### src/rtl/ika9958_host_seq.sv
// ika9958_host_seq: expands host requests into strobed VDP port cycles
module ika9958_host_seq #(
   parameter int STROBE_LEN = 4,
   parameter int GAP_LEN = 2
) (
   input  logic        i_XTAL1,
   input  logic        i_RST,
   input  logic        i_CEN,
   input  logic        i_REQ_VALID,
   output logic        o_REQ_READY,
   input  logic [2:0]  i_REQ_CMD,
   input  logic [16:0] i_REQ_ADDR,
   input  logic [15:0] i_REQ_DATA,
   output logic        o_CSW_n,
   output logic        o_CSR_n,
   output logic [1:0]  o_MODE,
   output logic [7:0]  o_CD_OUT,
   output logic        o_CD_OE,
   input  logic [7:0]  i_CD_IN,
   output logic [7:0]  o_RD_DATA,
   output logic        o_RD_VALID,
   output logic        o_BUSY,
   output logic        o_ERR
);
   typedef enum logic [2:0] {IDLE, SETUP, STROBE, HOLD, GAP, ERR} state_t;
   state_t st, nxt;
   logic [2:0] cmd, step, last_step;
   logic [16:0] addr;
   logic [15:0] data;
   logic [3:0] phase;
   logic [7:0] bval, smp;
   logic [1:0] port;
   logic rd, fresh, acc, last, act;
   assign acc = i_REQ_VALID && o_REQ_READY;
   assign last = step == last_step;
   assign act = st == SETUP || st == STROBE || st == HOLD;
   always_comb begin
      port = 2'd1;
      bval = 8'h00;
      rd = 1'b0;
      last_step = 3'd0;
      case (cmd)
         3'd0: begin
            last_step = 3'd1;
            bval = step == 3'd0 ? data[7:0] : {2'b10, addr[5:0]};
         end
         3'd1, 3'd2: begin
            last_step = 3'd3;
            bval = step == 3'd0 ? {5'b0, addr[16:14]} : step == 3'd1 ? 8'h8E :
                   step == 3'd2 ? addr[7:0] : {1'b0, cmd == 3'd1, addr[13:8]};
         end
         3'd3: begin
            port = 2'd0;
            bval = data[7:0];
         end
         3'd4: begin
            port = 2'd0;
            rd = 1'b1;
         end
         3'd5: begin
            last_step = 3'd4;
            rd = step == 3'd2;
            bval = step == 3'd0 ? {4'b0, addr[3:0]} : step == 3'd3 ? 8'h00 : 8'h8F;
         end
         3'd6: begin
            last_step = 3'd3;
            port = step >= 3'd2 ? 2'd2 : 2'd1;
            bval = step == 3'd0 ? {4'b0, addr[3:0]} : step == 3'd1 ? 8'h90 :
                   step == 3'd2 ? data[7:0] : data[15:8];
         end
         default: ;
      endcase
   end
   always_comb begin
      nxt = st;
      case (st)
         IDLE:   if (acc) nxt = i_REQ_CMD == 3'd7 ? ERR : SETUP;
         ERR:    nxt = IDLE;
         SETUP:  if (i_CEN) nxt = STROBE;
         STROBE: if (i_CEN && phase == 4'(STROBE_LEN - 1)) nxt = HOLD;
         HOLD:   if (i_CEN) nxt = GAP_LEN != 0 ? GAP : last ? IDLE : SETUP;
         GAP:    if (i_CEN && phase == 4'(GAP_LEN - 1)) nxt = last ? IDLE : SETUP;
         default: nxt = IDLE;
      endcase
   end
   always_ff @(posedge i_XTAL1) begin
      if (i_RST) begin
         st <= IDLE;
         fresh <= 1'b0;
         cmd <= 3'd0;
         addr <= 17'd0;
         data <= 16'd0;
         step <= 3'd0;
         phase <= 4'd0;
         smp <= 8'd0;
         o_RD_DATA <= 8'd0;
         o_RD_VALID <= 1'b0;
      end else begin
         st <= nxt;
         fresh <= st != IDLE && nxt == IDLE;
         o_RD_VALID <= st == HOLD && i_CEN && rd;
         if (acc) begin
            cmd <= i_REQ_CMD;
            addr <= i_REQ_ADDR;
            data <= i_REQ_DATA;
            step <= 3'd0;
         end else if (nxt == SETUP && st != SETUP && !last) step <= step + 3'd1;
         phase <= st != nxt ? 4'd0 : (i_CEN && phase != 4'hF) ? phase + 4'd1 : phase;
         if (st == STROBE && nxt == HOLD && rd) smp <= i_CD_IN;
         if (st == HOLD && i_CEN && rd) o_RD_DATA <= smp;
      end
   end
   assign o_REQ_READY = st == IDLE && !fresh && !i_RST;
   assign o_MODE = act ? port : 2'd0;
   assign o_CD_OUT = act && !rd ? bval : 8'd0;
   assign o_CD_OE = act && !rd;
   assign o_CSW_n = !(st == STROBE && !rd);
   assign o_CSR_n = !(st == STROBE && rd);
   assign o_BUSY = st != IDLE;
   assign o_ERR = st == ERR;
endmodule

### config.mk
export PLATFORM = sky130hd
export DESIGN_NAME = ika9958_host_seq
export DESIGN_NICKNAME = d
export VERILOG_FILES = /design/src/rtl/ika9958_host_seq.sv
export SDC_FILE = /design/constraint.sdc
export NUM_CORES = 1
export LEC_CHECK = 0
export ABC_CLOCK_PERIOD_IN_PS = 2950
export CAP_MARGIN = 20
export CORE_MARGIN = 2
export CORE_UTILIZATION = 50
export CTS_CLUSTER_DIAMETER = 80
export CTS_CLUSTER_SIZE = 8
export DETAILED_ROUTE_END_ITERATION = 8
export PLACE_DENSITY = 0.86
export SYNTH_ARGS = -nofsm -noshare
export SYNTH_HDL_FRONTEND = slang
export SYNTH_SLANG_ARGS = --single-unit
### constraint.sdc
create_clock -name i_XTAL1 -period 2.95 [get_ports i_XTAL1]
set_clock_uncertainty 0.1 [all_clocks]
set_input_delay 0.7375 -clock i_XTAL1 [delete_from_list [all_inputs] [get_ports i_XTAL1]]
set_output_delay 0.7375 -clock i_XTAL1 [all_outputs]
set_load 0.02 [all_outputs]
==> summary.md <==
| Metric | Value |
|---|---|
| Max_slew headroom | `60.3%` |
| Peak VDD IR | `0.349 mV` |
| Post-synth ARST share | `0%` |
| CP startpoint kind | `flip-flop` |
| Port-buffer cells | `72` |
| Gate Count Post-Synth | `441` |
| Worst slew pin tran | `590 ps` |
| Worst Path Arrival | `2110 ps` |
| Row Count | `30` |
| Clock sinks | `64` |
| CP Class | `flip-flop to primary output` |
| Mux cell area share after synthesis | `5.92%` |
| Fin Hold WS | `359 ps` |
| Slowest-stage cell, CP | `dfxtp_2` |
| H-tree depth | `3` |
| Clock power frac | `39.8%` |
| Maximum clock frequency | `0.339 GHz` |
| Simple-Gate Fraction of Synth Area | `24.9%` |
| Internal | `1.71 mW` |
| Worst-path maximum fanout | `7` |
| Sw power | `0.621 mW` |
| Die Width | `86.5 µm` |
| Clock tree root driver cell | `clkbuf_8` |
| Seq/Total Area, Yosys | `37.6%` |
| Compound-gate portion of the synthesized area | `22.4%` |
| Max incr delay on CP | `350 ps` |
| Switching share of total power | `26.7%` |
| Antenna viol nets, final | `0` |
| Slew Viols, Final | `0` |
| Worst skew pair latency | `350 ps` |
| Final hold vios | `0` |
| Initial core utilization | `50.9%` |
| Final period util | `99.9%` |
| Required time of the critical path | `2110 ps` |
| Core area | `0.00668 mm²` |
| Total gr overflow | `0` |
| Adder-Cell Fraction of Synth Area | `2.57%` |
| Reg area | `0.00129 mm²` |
| GP Congestion | `0.910` |
| Top FF cell, synth | `dfxtp_1` |
| First-pass GRT wire length | `15.0 mm` |
| Tightest Hold Check Type | `flip-flop to flip-flop` |
| Layout net count | `585` |
| Max cap viols | `0` |
| Yosys warnings | `0` |
| Drt first-iter violations | `243` |
| Fin worst setup slack | `3.15 ps` |
| Layout overhead on the synthesized area | `38.3%` |
| Mapped Nets | `496` |
| Total power | `2.33 mW` |
| Initial antenna violation count | `0` |
| Via density | `5.69` |
| Die H | `86.5 µm` |
| Final WL | `9.42 mm` |
| Crit. End Element | `primary output` |
| Post-DR wirelength/cell | `15.3 µm` |
| Number of flops mapped to enable cells by yosys | `0` |
| Ant. Diodes | `0` |
| Pwr/cell area | `495 mW/mm²` |
| Count of cell types in the netlist | `58` |
| Setup WS pre-CTS | `-183 ps` |
| Commonest non-fill, non-tap cell in the layout | `nand2_1` |
| TritonCTS clock tree | `done` |
| Largest delay share family, worst path | `compound AO/OA/AOI/OAI gates` |
| Drt pass-1 iters | `5` |
| Combinational power share | `20.4%` |
| Largest net degree at the start of global routing | `51` |
| Vias in the first global route | `3420` |
| Hold buffers post-CTS | `0` |
| CP bufs+invs | `2` |
| Most frequent cells in the layout | `nand2_1 (99), dfxtp_1 (60), a21oi_1 (59)` |
| Outcome | `completed` |
| Tot GR Track Use | `24.9%` |
| Worst-path clk slew | `70 ps` |
| Layout cells sized above 1 | `19.6%` |
| FILL cells | `523` |
| Average size of a mapped cell | `7.72 µm²` |
| CTS buffer count | `9` |
| Largest family of logic cells by synthesized area | `simple AND/OR/NAND/NOR gates` |
| Clock buffer depth | `2` |
| Number of I/O pins | `73` |
| Die area | `0.00748 mm²` |
| Xor and xnor area share after synthesis | `0.772%` |
| DRC viols | `0` |
| Register share of total power | `39.8%` |
| Post-Syn Area | `0.00340 mm²` |
| # setup viols final | `0` |
| Detailed Place HPWL | `6.54 mm` |
| Multi-input gate area | `0.00203 mm²` |
| Final Critical Period | `2950 ps` |
| CP cell instances | `inv_2 -> ha_4 -> nand2b_4 -> mux2_4 -> a41oi_2 -> o22ai_1 -> a22oi_1 -> nor2_1 -> buf_4` |
| Leakage power | `1.78 nW` |
| Number of synthesized register bits | `64` |
| RSZ-0062 raised after global routing | `yes` |
| Vias | `3498` |
==> sequential cells by signal (all words and copies together) (netlist names) <==
signal	count
fresh	1
smp	8
cmd	3
st	3
phase	4
addr	17
o_RD_DATA	8
o_RD_VALID	1
data	16
step	3
==> power by group through the flow <==
stage                     sequential [mW]  combinational [mW]  clock [mW]
after floorplan                     0.936               0.261           0
after global placement              0.943               0.423           0
after detailed placement            0.945               0.433           0
after CTS                           0.925               0.438       0.935
after global routing                0.930               0.516       0.964
final                               0.927               0.475       0.927
==> synthesized netlist by cell type (5+ instances only) <==
cell type / instances / area (µm²)
o22ai_1: 6 / 37.5
buf_2: 5 / 25.0
a22oi_1: 9 / 67.6
nor3_1: 11 / 55.1
a21oi_1: 61 / 305
inv_1: 11 / 41.3
nor2_1: 36 / 135
nand2_1: 99 / 372
nand2b_1: 7 / 43.8
clkbuf_1: 24 / 90.1
mux2i_1: 19 / 190
o21ai_0: 9 / 45.0
dfxtp_1: 64 / 1280
ha_1: 7 / 87.6
==> cell families after synthesis <==
family,Yosys count
compound gates,118
xor+xnor,3
fa+ha+maj,7
buf+inv,44
flops,64
mux,20
simple gates,185
==> stage by stage <==
| stage | instances | utilization (%) | instance area (µm²) | setup TNS (ps) |
|---|---|---|---|---|
| CTS | 611 | 68.4 | 4570 | -38.9 |
| detailed placement | 595 | 64.8 | 4330 | -1110 |
| floorplan | 441 | - | 3400 | 0 |
| global placement | 595 | 64.8 | 4330 | -724 |
| finish | 615 | 70.4 | 4710 | 0 |
| global route | 615 | 70.4 | 4710 | -132 |
==> final cells by class <==
cell class | count | share of cell area, %
sequential | 64 | 27.4
tap | 80 | 2.13
inverter | 11 | 0.931
clock inverter | 5 | 2.21
timing repair buffer | 111 | 21.1
clock buffer | 11 | 3.00
multi-input combinational | 333 | 43.2
==> routing by layer <==
| layer | GRT usage (%) | vias to the layer above | routed length (µm) |
|---|---|---|---|
| met2 | 44.5 | 139 | 4740 |
| met4 | 11.1 | 0 | 311 |
| li1 | - | 1708 | - |
| met5 | 0 | - | 0 |
| met1 | 28.5 | 1622 | 3740 |
| met3 | 4.95 | 29 | 622 |
==> what timing repair did <==
action / CTS / global route
resized for setup: 51 / 29
hold endpoints to repair: 0 / 0
setup endpoints to repair: 12 / 12
buffers inserted: 0 / 4
pin swaps: 0 / 12
==> final timing paths <==
path / startpoint / to / slack (ps) / cells past startpoint
setup / recovery: step[0] / o_CD_OUT[5] / 3 / 9
setup reg to reg: step[0] / o_RD_DATA[5] / 650 / 9
hold / removal: data[14] / data[14] / 360 / 2
hold reg to reg: data[14] / data[14] / 360 / 2
==> tightest hold or removal path, stage by stage, from the launching register on <==
cell and delay (ps):
dfxtp_1 310, nand2_1 50, a21oi_1 50
Power figures use the tool's default switching activity.
